### config.mk
export PLATFORM = sky130hd
export DESIGN_NAME = angle_speed_est
export DESIGN_NICKNAME = d
export VERILOG_FILES = /design/src/rtl/foc_pkg.sv /design/src/rtl/iir_shift_lpf.sv /design/src/rtl/angle_speed_est.sv
export SDC_FILE = /design/constraint.sdc
export NUM_CORES = 1
export LEC_CHECK = 0
export ABC_AREA = 1
export BUFFER_PORTS_ARGS = -buffer_cell sky130_fd_sc_hd__buf_4
export CORE_MARGIN = 10
export CORE_UTILIZATION = 60
export DETAILED_ROUTE_END_ITERATION = 10
export PLACE_DENSITY = 0.84
export SLEW_MARGIN = 30
export SYNTH_ARGS = -nofsm -noshare
export SYNTH_HDL_FRONTEND = slang
export SYNTH_SLANG_ARGS = --single-unit
### constraint.sdc
create_clock -name clk -period 5.2 [get_ports clk]
set_input_delay 0.52 -clock clk [delete_from_list [all_inputs] [get_ports clk]]
set_output_delay 0.52 -clock clk [all_outputs]
set_load 0.005 [all_outputs]
### src/rtl/foc_pkg.sv
`default_nettype none
// +----------------------------------------------------------------------------+
// | Module      : foc_pkg                                                      |
// | Description : Shared constants and FSM state encoding for the FOC angle    |
// |               and speed estimation path.                                   |
// |               Contents: ANGLE_W (angle width), SPEED_W (speed width),      |
// |               fsm_state_t with ST_PRIME / ST_RUN / ST_STALL.               |
// | Revision    : 1.0 - initial release                                        |
// +----------------------------------------------------------------------------+
package foc_pkg;

    localparam int ANGLE_W = 16;
    localparam int SPEED_W = 16;

    // Speed-estimator FSM: PRIME captures the first reference angle, RUN
    // produces filtered deltas, STALL holds speed at zero until motion resumes.
    typedef logic [1:0] fsm_state_t;
    localparam fsm_state_t ST_PRIME = 2'd0;
    localparam fsm_state_t ST_RUN   = 2'd1;
    localparam fsm_state_t ST_STALL = 2'd2;

endpackage
`default_nettype wire

### src/rtl/iir_shift_lpf.sv
`default_nettype none
// +----------------------------------------------------------------------------+
// | Module      : iir_shift_lpf                                                |
// | Description : First-order shift-based IIR low-pass on a signed delta.      |
// |               acc_next = acc + delta - (acc >>> ALPHA_SHIFT)               |
// |               o_y      = (acc_next >>> ALPHA_SHIFT)[15:0]                  |
// | Ports       : clk, rst      - clock, synchronous active-high reset         |
// |               i_en          - advance the filter by one sample             |
// |               i_load        - preset acc to i_delta << ALPHA_SHIFT         |
// |               i_clear       - zero acc (highest priority)                  |
// |               i_delta [16]  - signed input sample                          |
// |               o_y     [16]  - filter output for the sample being applied   |
// | Revision    : 1.0 - initial release                                        |
// +----------------------------------------------------------------------------+
module iir_shift_lpf #(
    parameter int ALPHA_SHIFT = 3
) (
    input  logic               clk,
    input  logic               rst,
    input  logic               i_en,
    input  logic               i_load,
    input  logic               i_clear,
    input  logic signed [15:0] i_delta,
    output logic signed [15:0] o_y
);

    // One sign bit plus 16 bits of headroom above the fractional bits: the
    // steady-state value is delta * 2^ALPHA_SHIFT, which always fits.
    localparam int C_ACC_W = 17 + ALPHA_SHIFT;

    logic signed [C_ACC_W-1:0] r_acc;
    logic signed [C_ACC_W-1:0] w_acc_d;
    logic signed [C_ACC_W-1:0] w_delta_ext;
    logic signed [C_ACC_W-1:0] w_acc_next;

    always_comb begin
        w_delta_ext = {{(C_ACC_W-16){i_delta[15]}}, i_delta};
        w_acc_next  = r_acc + w_delta_ext - (r_acc >>> ALPHA_SHIFT);
        o_y         = 16'(w_acc_next >>> ALPHA_SHIFT);

        w_acc_d = r_acc;
        if (i_clear) begin
            w_acc_d = '0;
        end else if (i_load) begin
            w_acc_d = w_delta_ext <<< ALPHA_SHIFT;
        end else if (i_en) begin
            w_acc_d = w_acc_next;
        end
    end

    always_ff @(posedge clk) begin
        if (rst) begin
            r_acc <= '0;
        end else begin
            r_acc <= w_acc_d;
        end
    end

endmodule
`default_nettype wire

### src/rtl/angle_speed_est.sv
`default_nettype none
// +----------------------------------------------------------------------------+
// | Module      : angle_speed_est                                              |
// | Description : Mechanical-to-electrical angle conversion with alignable     |
// |               zero, plus wrap-aware periodic speed estimate, IIR smoothing |
// |               and stall detection.                                         |
// | Ports       : clk, rst          - clock, synchronous active-high reset     |
// |               mech_angle [16]   - mechanical angle, 0..65535 per rev       |
// |               align             - capture current electrical angle as zero |
// |               elec_angle [16]   - electrical angle, 2 cycles from input    |
// |               speed      [16]   - signed filtered mech LSB per sample      |
// |               speed_valid       - one-cycle pulse on each speed update     |
// |               dir               - 1 = positive rotation                    |
// |               stalled           - rotor considered stopped                 |
// | Revision    : 1.0 - initial release                                        |
// +----------------------------------------------------------------------------+
module angle_speed_est
    import foc_pkg::*;
#(
    parameter int                POLE_PAIRS    = 4,
    parameter int                SAMPLE_DIV    = 20000,
    parameter int                ALPHA_SHIFT   = 3,
    parameter int                STALL_SAMPLES = 50,
    parameter logic [ANGLE_W-1:0] ANGLE_OFFSET = 16'd0
) (
    input  logic                      clk,
    input  logic                      rst,
    input  logic [ANGLE_W-1:0]        mech_angle,
    input  logic                      align,
    output logic [ANGLE_W-1:0]        elec_angle,
    output logic signed [SPEED_W-1:0] speed,
    output logic                      speed_valid,
    output logic                      dir,
    output logic                      stalled
);

    localparam int                 C_CNT_W = (SAMPLE_DIV > 1) ? $clog2(SAMPLE_DIV) : 1;
    localparam logic [C_CNT_W-1:0] C_TC    = C_CNT_W'(SAMPLE_DIV - 1);
    localparam logic [ANGLE_W-1:0] C_PP    = ANGLE_W'(POLE_PAIRS);
    localparam logic [15:0]        C_STALL = 16'(STALL_SAMPLES);

    // Registered state
    logic [ANGLE_W-1:0]        r_m;
    logic [ANGLE_W-1:0]        r_offset;
    logic [ANGLE_W-1:0]        r_elec;
    logic [C_CNT_W-1:0]        r_cnt;
    fsm_state_t                r_state;
    logic [ANGLE_W-1:0]        r_prev;
    logic [15:0]               r_zcnt;
    logic signed [SPEED_W-1:0] r_speed;
    logic                      r_valid;
    logic                      r_dir;
    logic                      r_stalled;

    // Next-state values
    fsm_state_t                w_state_d;
    logic [ANGLE_W-1:0]        w_prev_d;
    logic [15:0]               w_zcnt_d;
    logic [15:0]               w_zcnt_inc;
    logic signed [SPEED_W-1:0] w_speed_d;
    logic                      w_valid_d;
    logic                      w_dir_d;
    logic                      w_stalled_d;

    // Datapath
    logic [ANGLE_W-1:0]        w_scaled;
    logic                      w_tc;
    logic signed [SPEED_W-1:0] w_delta;
    logic                      w_delta_zero;
    logic                      w_iir_en;
    logic                      w_iir_load;
    logic                      w_iir_clear;
    logic signed [SPEED_W-1:0] w_iir_y;

    iir_shift_lpf #(
        .ALPHA_SHIFT (ALPHA_SHIFT)
    ) u_lpf (
        .clk     (clk),
        .rst     (rst),
        .i_en    (w_iir_en),
        .i_load  (w_iir_load),
        .i_clear (w_iir_clear),
        .i_delta (w_delta),
        .o_y     (w_iir_y)
    );

    always_comb begin
        // Product truncated to 16 bits gives the electrical angle modulo 2^16.
        w_scaled     = r_m * C_PP;
        w_tc         = (r_cnt == C_TC);
        // Modular subtraction reinterpreted as signed handles the 0xFFFF->0x0000 wrap.
        w_delta      = $signed(r_m - r_prev);
        w_delta_zero = (w_delta == 16'sd0);
        w_zcnt_inc   = r_zcnt + 16'd1;

        w_state_d   = r_state;
        w_prev_d    = r_prev;
        w_zcnt_d    = r_zcnt;
        w_speed_d   = r_speed;
        w_valid_d   = 1'b0;
        w_dir_d     = r_dir;
        w_stalled_d = r_stalled;
        w_iir_en    = 1'b0;
        w_iir_load  = 1'b0;
        w_iir_clear = 1'b0;

        case (r_state)
            ST_PRIME: begin
                if (w_tc) begin
                    w_prev_d  = r_m;
                    w_state_d = ST_RUN;
                end
            end
            ST_RUN: begin
                if (w_tc) begin
                    w_prev_d  = r_m;
                    w_valid_d = 1'b1;
                    w_iir_en  = 1'b1;
                    w_speed_d = w_iir_y;
                    w_zcnt_d  = w_delta_zero ? w_zcnt_inc : 16'd0;
                    if (w_delta_zero && (w_zcnt_inc == C_STALL)) begin
                        w_state_d   = ST_STALL;
                        w_stalled_d = 1'b1;
                        w_speed_d   = '0;
                        w_iir_clear = 1'b1;
                    end
                end
            end
            ST_STALL: begin
                if (w_tc) begin
                    w_prev_d  = r_m;
                    w_valid_d = 1'b1;
                    if (!w_delta_zero) begin
                        // Restart the filter at the observed delta so speed
                        // reflects motion immediately rather than ramping up.
                        w_iir_load  = 1'b1;
                        w_speed_d   = w_delta;
                        w_zcnt_d    = 16'd0;
                        w_stalled_d = 1'b0;
                        w_state_d   = ST_RUN;
                    end else begin
                        w_iir_clear = 1'b1;
                        w_speed_d   = '0;
                    end
                end
            end
            default: begin
                w_state_d = ST_PRIME;
            end
        endcase

        // Direction follows the sign of each new speed; zero keeps the last one.
        if (w_valid_d) begin
            if (w_speed_d[SPEED_W-1]) begin
                w_dir_d = 1'b0;
            end else if (w_speed_d != '0) begin
                w_dir_d = 1'b1;
            end
        end
    end

    always_ff @(posedge clk) begin
        if (rst) begin
            r_m       <= '0;
            r_offset  <= ANGLE_OFFSET;
            r_elec    <= '0;
            r_cnt     <= '0;
            r_state   <= ST_PRIME;
            r_prev    <= '0;
            r_zcnt    <= '0;
            r_speed   <= '0;
            r_valid   <= 1'b0;
            r_dir     <= 1'b0;
            r_stalled <= 1'b0;
        end else begin
            r_m  <= mech_angle;
            // The edge that captures a new offset still reports against the old one.
            r_elec <= w_scaled - r_offset;
            if (align) begin
                r_offset <= w_scaled;
            end
            r_cnt     <= w_tc ? '0 : r_cnt + 1'b1;
            r_state   <= w_state_d;
            r_prev    <= w_prev_d;
            r_zcnt    <= w_zcnt_d;
            r_speed   <= w_speed_d;
            r_valid   <= w_valid_d;
            r_dir     <= w_dir_d;
            r_stalled <= w_stalled_d;
        end
    end

    assign elec_angle  = r_elec;
    assign speed       = r_speed;
    assign speed_valid = r_valid;
    assign dir         = r_dir;
    assign stalled     = r_stalled;

endmodule
`default_nettype wire

==> metrics.cfg <==
[cts]
clock-root-buffer = clkbuf_16
cts_tree = yes
cts.sinks = 132
cts_setup_buffers = 0
cts_buffers = 17
cts_resized = 0
cts_buffer_depth = 2
path_clk_slew_ps = 60
ctsHoldBuffers = 0
htreeDepth = 4
clk_latency_ps = 430

[power]
switching_share = 0.310
cellInternalPower_mw = 2.06
pwr-share-seq = 0.353
switching_power_mw = 0.924
p_per_area_nw_per_um2 = 299
p_clk_frac = 0.418
vdd_drop_max_mv = 0.246
p_comb_frac = 0.229
p_leak_nw = 4.82

[route]
viasPerCell = 5.39
antenna_left = 0
drtPass1Iterations = 6
drt-total-wl_um = 22000
vias = 8472
wire_per_inst_um = 14.0
drc = 0
drt_iter0_drc = 739

[yosys]
syn_inst = 1336
syn_area_per_cell_um2 = 6.67
synth_seq_area_share = 0.297
synth-main-ff-cell = dfxtp_1
ys_ff_latch = 132
synth.most_common_cell = nand2_1
async_flop_share = 0
yosys-top-cells-area = dfxtp_1, nand2_1, inv_1
synth_warnings = 0
synth_cell_types = 44
synth_top_area_frac = 0.297
syn_area_um2 = 8910
synth.largest_area_cell = dfxtp_1
synth_edf_count = 0
netlist_top_cells_count = nand2_1, inv_1, nor2_1, dfxtp_1, a21oi_1

[worst_setup_path]
r2r-start = r_m[0]$_SDFF_PP0_
r2r_cells = 25
path_class = flip-flop to flip-flop
end_kind = flip-flop
crit_path_start_kind = flip-flop
critical_path.max_fanout = 5
reg2reg_slack_ps = 740
r2r-end = dir$_SDFFE_PP0P_
cp.arrival_ps = 4770
required_ps = 5510

[placement]
post-dp-hpwl_um = 16600
gp_congestion = 0.957
io_buffers = 51
dpl_worst_slack_ps = 799

[floorplan]
die_width_um = 142
dieArea_um2 = 20100
start_util = 0.613
die_h_um = 142
io_pins = 54
design.core.area_um2 = 14500
fp-row-count = 44

[hold_path]
holdPathEnd = r_m[10]$_SDFF_PP0_
holdCritStartpoint = mech_angle[10]
min_path_type = input pin to flip-flop
hold_depth = 3

[timing]
relSlewSlack = 0.398
worst_slack_ps = 738
rsz0062_at_grt = false
setup_violations = 0
tns_ps = 0
worst_clock_skew_ps = 11.1
post-route-period-util = 0.858
fmax_mhz = 224
slew_viol_final = 0
period_needed_ps = 4460
hold_viol_final = 0
worstMarginPinSlew_ps = 901

[grt]
grt_use_total = 0.219
grt_start_max_net_pins = 67
grt_pass1_vias = 7947
grt_antenna_before_repair = 0
gr-total-overflow = 0
grt_pass1_wl_um = 36900

[layout]
syn_to_final_growth_pct = 12.1
antennaDiodeCount = 0
drive_gt1_frac = 0.101
finalNetCount = 1470

[status]
status = finished, final reports clean

[run]
drv_cap = 0

[through the flow]
step	area (um^2)	power (mW)	hold WS (ps)	utilization	cells
floorplan	8910	1.56	418	-	1337
detailed placement	9370	1.74	448	0.645	1540
global route	9980	3.12	307	0.687	1572
CTS	9980	2.98	293	0.687	1572
finish	9980	2.98	297	0.687	1572
global placement	9370	1.73	426	0.645	1540
[flip-flops by register name, indices dropped and copies added, names as in the netlist]
signal and flops:
r_zcnt 16, dir 1, r_offset 14, r_cnt 15, r_m 16, speed_valid 1, u_lpf.r_acc 20, r_prev 16
elec_angle 14, speed 16, r_state 2, stalled 1
[power groups by stage]
stage | sequential, mW | clock (mW) | combinational [mW]
floorplan | 1.07 | 0 | 0.487
global placement | 1.07 | 0 | 0.659
detailed placement | 1.07 | 0 | 0.661
CTS | 1.05 | 1.25 | 0.670
global route | 1.06 | 1.29 | 0.773
finish | 1.05 | 1.25 | 0.683
[how the worst max path moves through the flow]
stage | startpoint | endpoint | slack (ps) | depth (start not counted)
floorplan | r_m[0]$_SDFF_PP0_ | dir$_SDFFE_PP0P_ | 1430 | 29
global placement | r_m[0]$_SDFF_PP0_ | dir$_SDFFE_PP0P_ | 830 | 29
detailed placement | r_m[0]$_SDFF_PP0_ | dir$_SDFFE_PP0P_ | 800 | 29
CTS | r_m[0]$_SDFF_PP0_ | dir$_SDFFE_PP0P_ | 770 | 29
global route | r_m[0]$_SDFF_PP0_ | dir$_SDFFE_PP0P_ | 360 | 25
finish | r_m[0]$_SDFF_PP0_ | dir$_SDFFE_PP0P_ | 740 | 25
[routing by layer]
metal	global-route usage	share of wire
met1	0.273	0.44
met4	0.0877	0.033
met5	0	0
met2	0.364	0.47
met3	0.0407	0.056
[cells by family after synthesis]
logic type                 Yosys count  share of synthesized area
xor gates and xnor gates            29                     0.0285
adders and majority gates           76                      0.124
DFF                                132                      0.297
other                                1                   0.000421
and+or+nand+nor                    598                      0.290
AOI/OAI and AO/OA                  213                      0.134
buffers and inverters              287                      0.126
[critical path: stages, from the launching register on]
cell and delay, ps:
dfxtp_1 290, inv_1 100, ha_1 160, inv_1 90, fa_1 430, nand2_1 80
inv_1 40, nor2_1 210, inv_1 90, fa_1 480, inv_1 40, ha_1 350
nand2_1 110, nand3_1 130, a21oi_1 270, o21ai_0 180, nand2_1 90, nand2_1 110
xnor2_1 340, nor2_1 110, o21ai_0 220, nand3_1 100, nor2_1 130, nand2_1 60
nand2_1 50, a21oi_1 60
[placed cells by master (no fill, tap or decap), types with 5 or more instances in the layout]
cell type,count
a211oi_1,24
a21oi_1,90
a31oi_1,6
buf_4,54
clkbuf_16,17
dfxtp_1,132
fa_1,21
ha_1,55
inv_1,242
inv_2,10
nand2_1,256
nand2_2,15
nand3_1,80
nand3_2,7
nand4_1,10
nor2_1,170
nor2_2,6
nor3_1,25
o21a_1,6
o21ai_0,71
or2_2,15
xnor2_1,5
xor2_1,24
[cell type report]
| cell class | instances | area (um^2) |
|---|---|---|
| Fill cell | 1253 | 4550 |
| Timing Repair Buffer | 54 | 405 |
| Multi-Input combinational cell | 918 | 5150 |
| Clock inverter | 10 | 145 |
| Sequential cell | 132 | 2640 |
| Clock buffer | 22 | 464 |
| Tap cell | 184 | 230 |
| Inverter | 252 | 946 |
(Power assumes the default switching activity.)
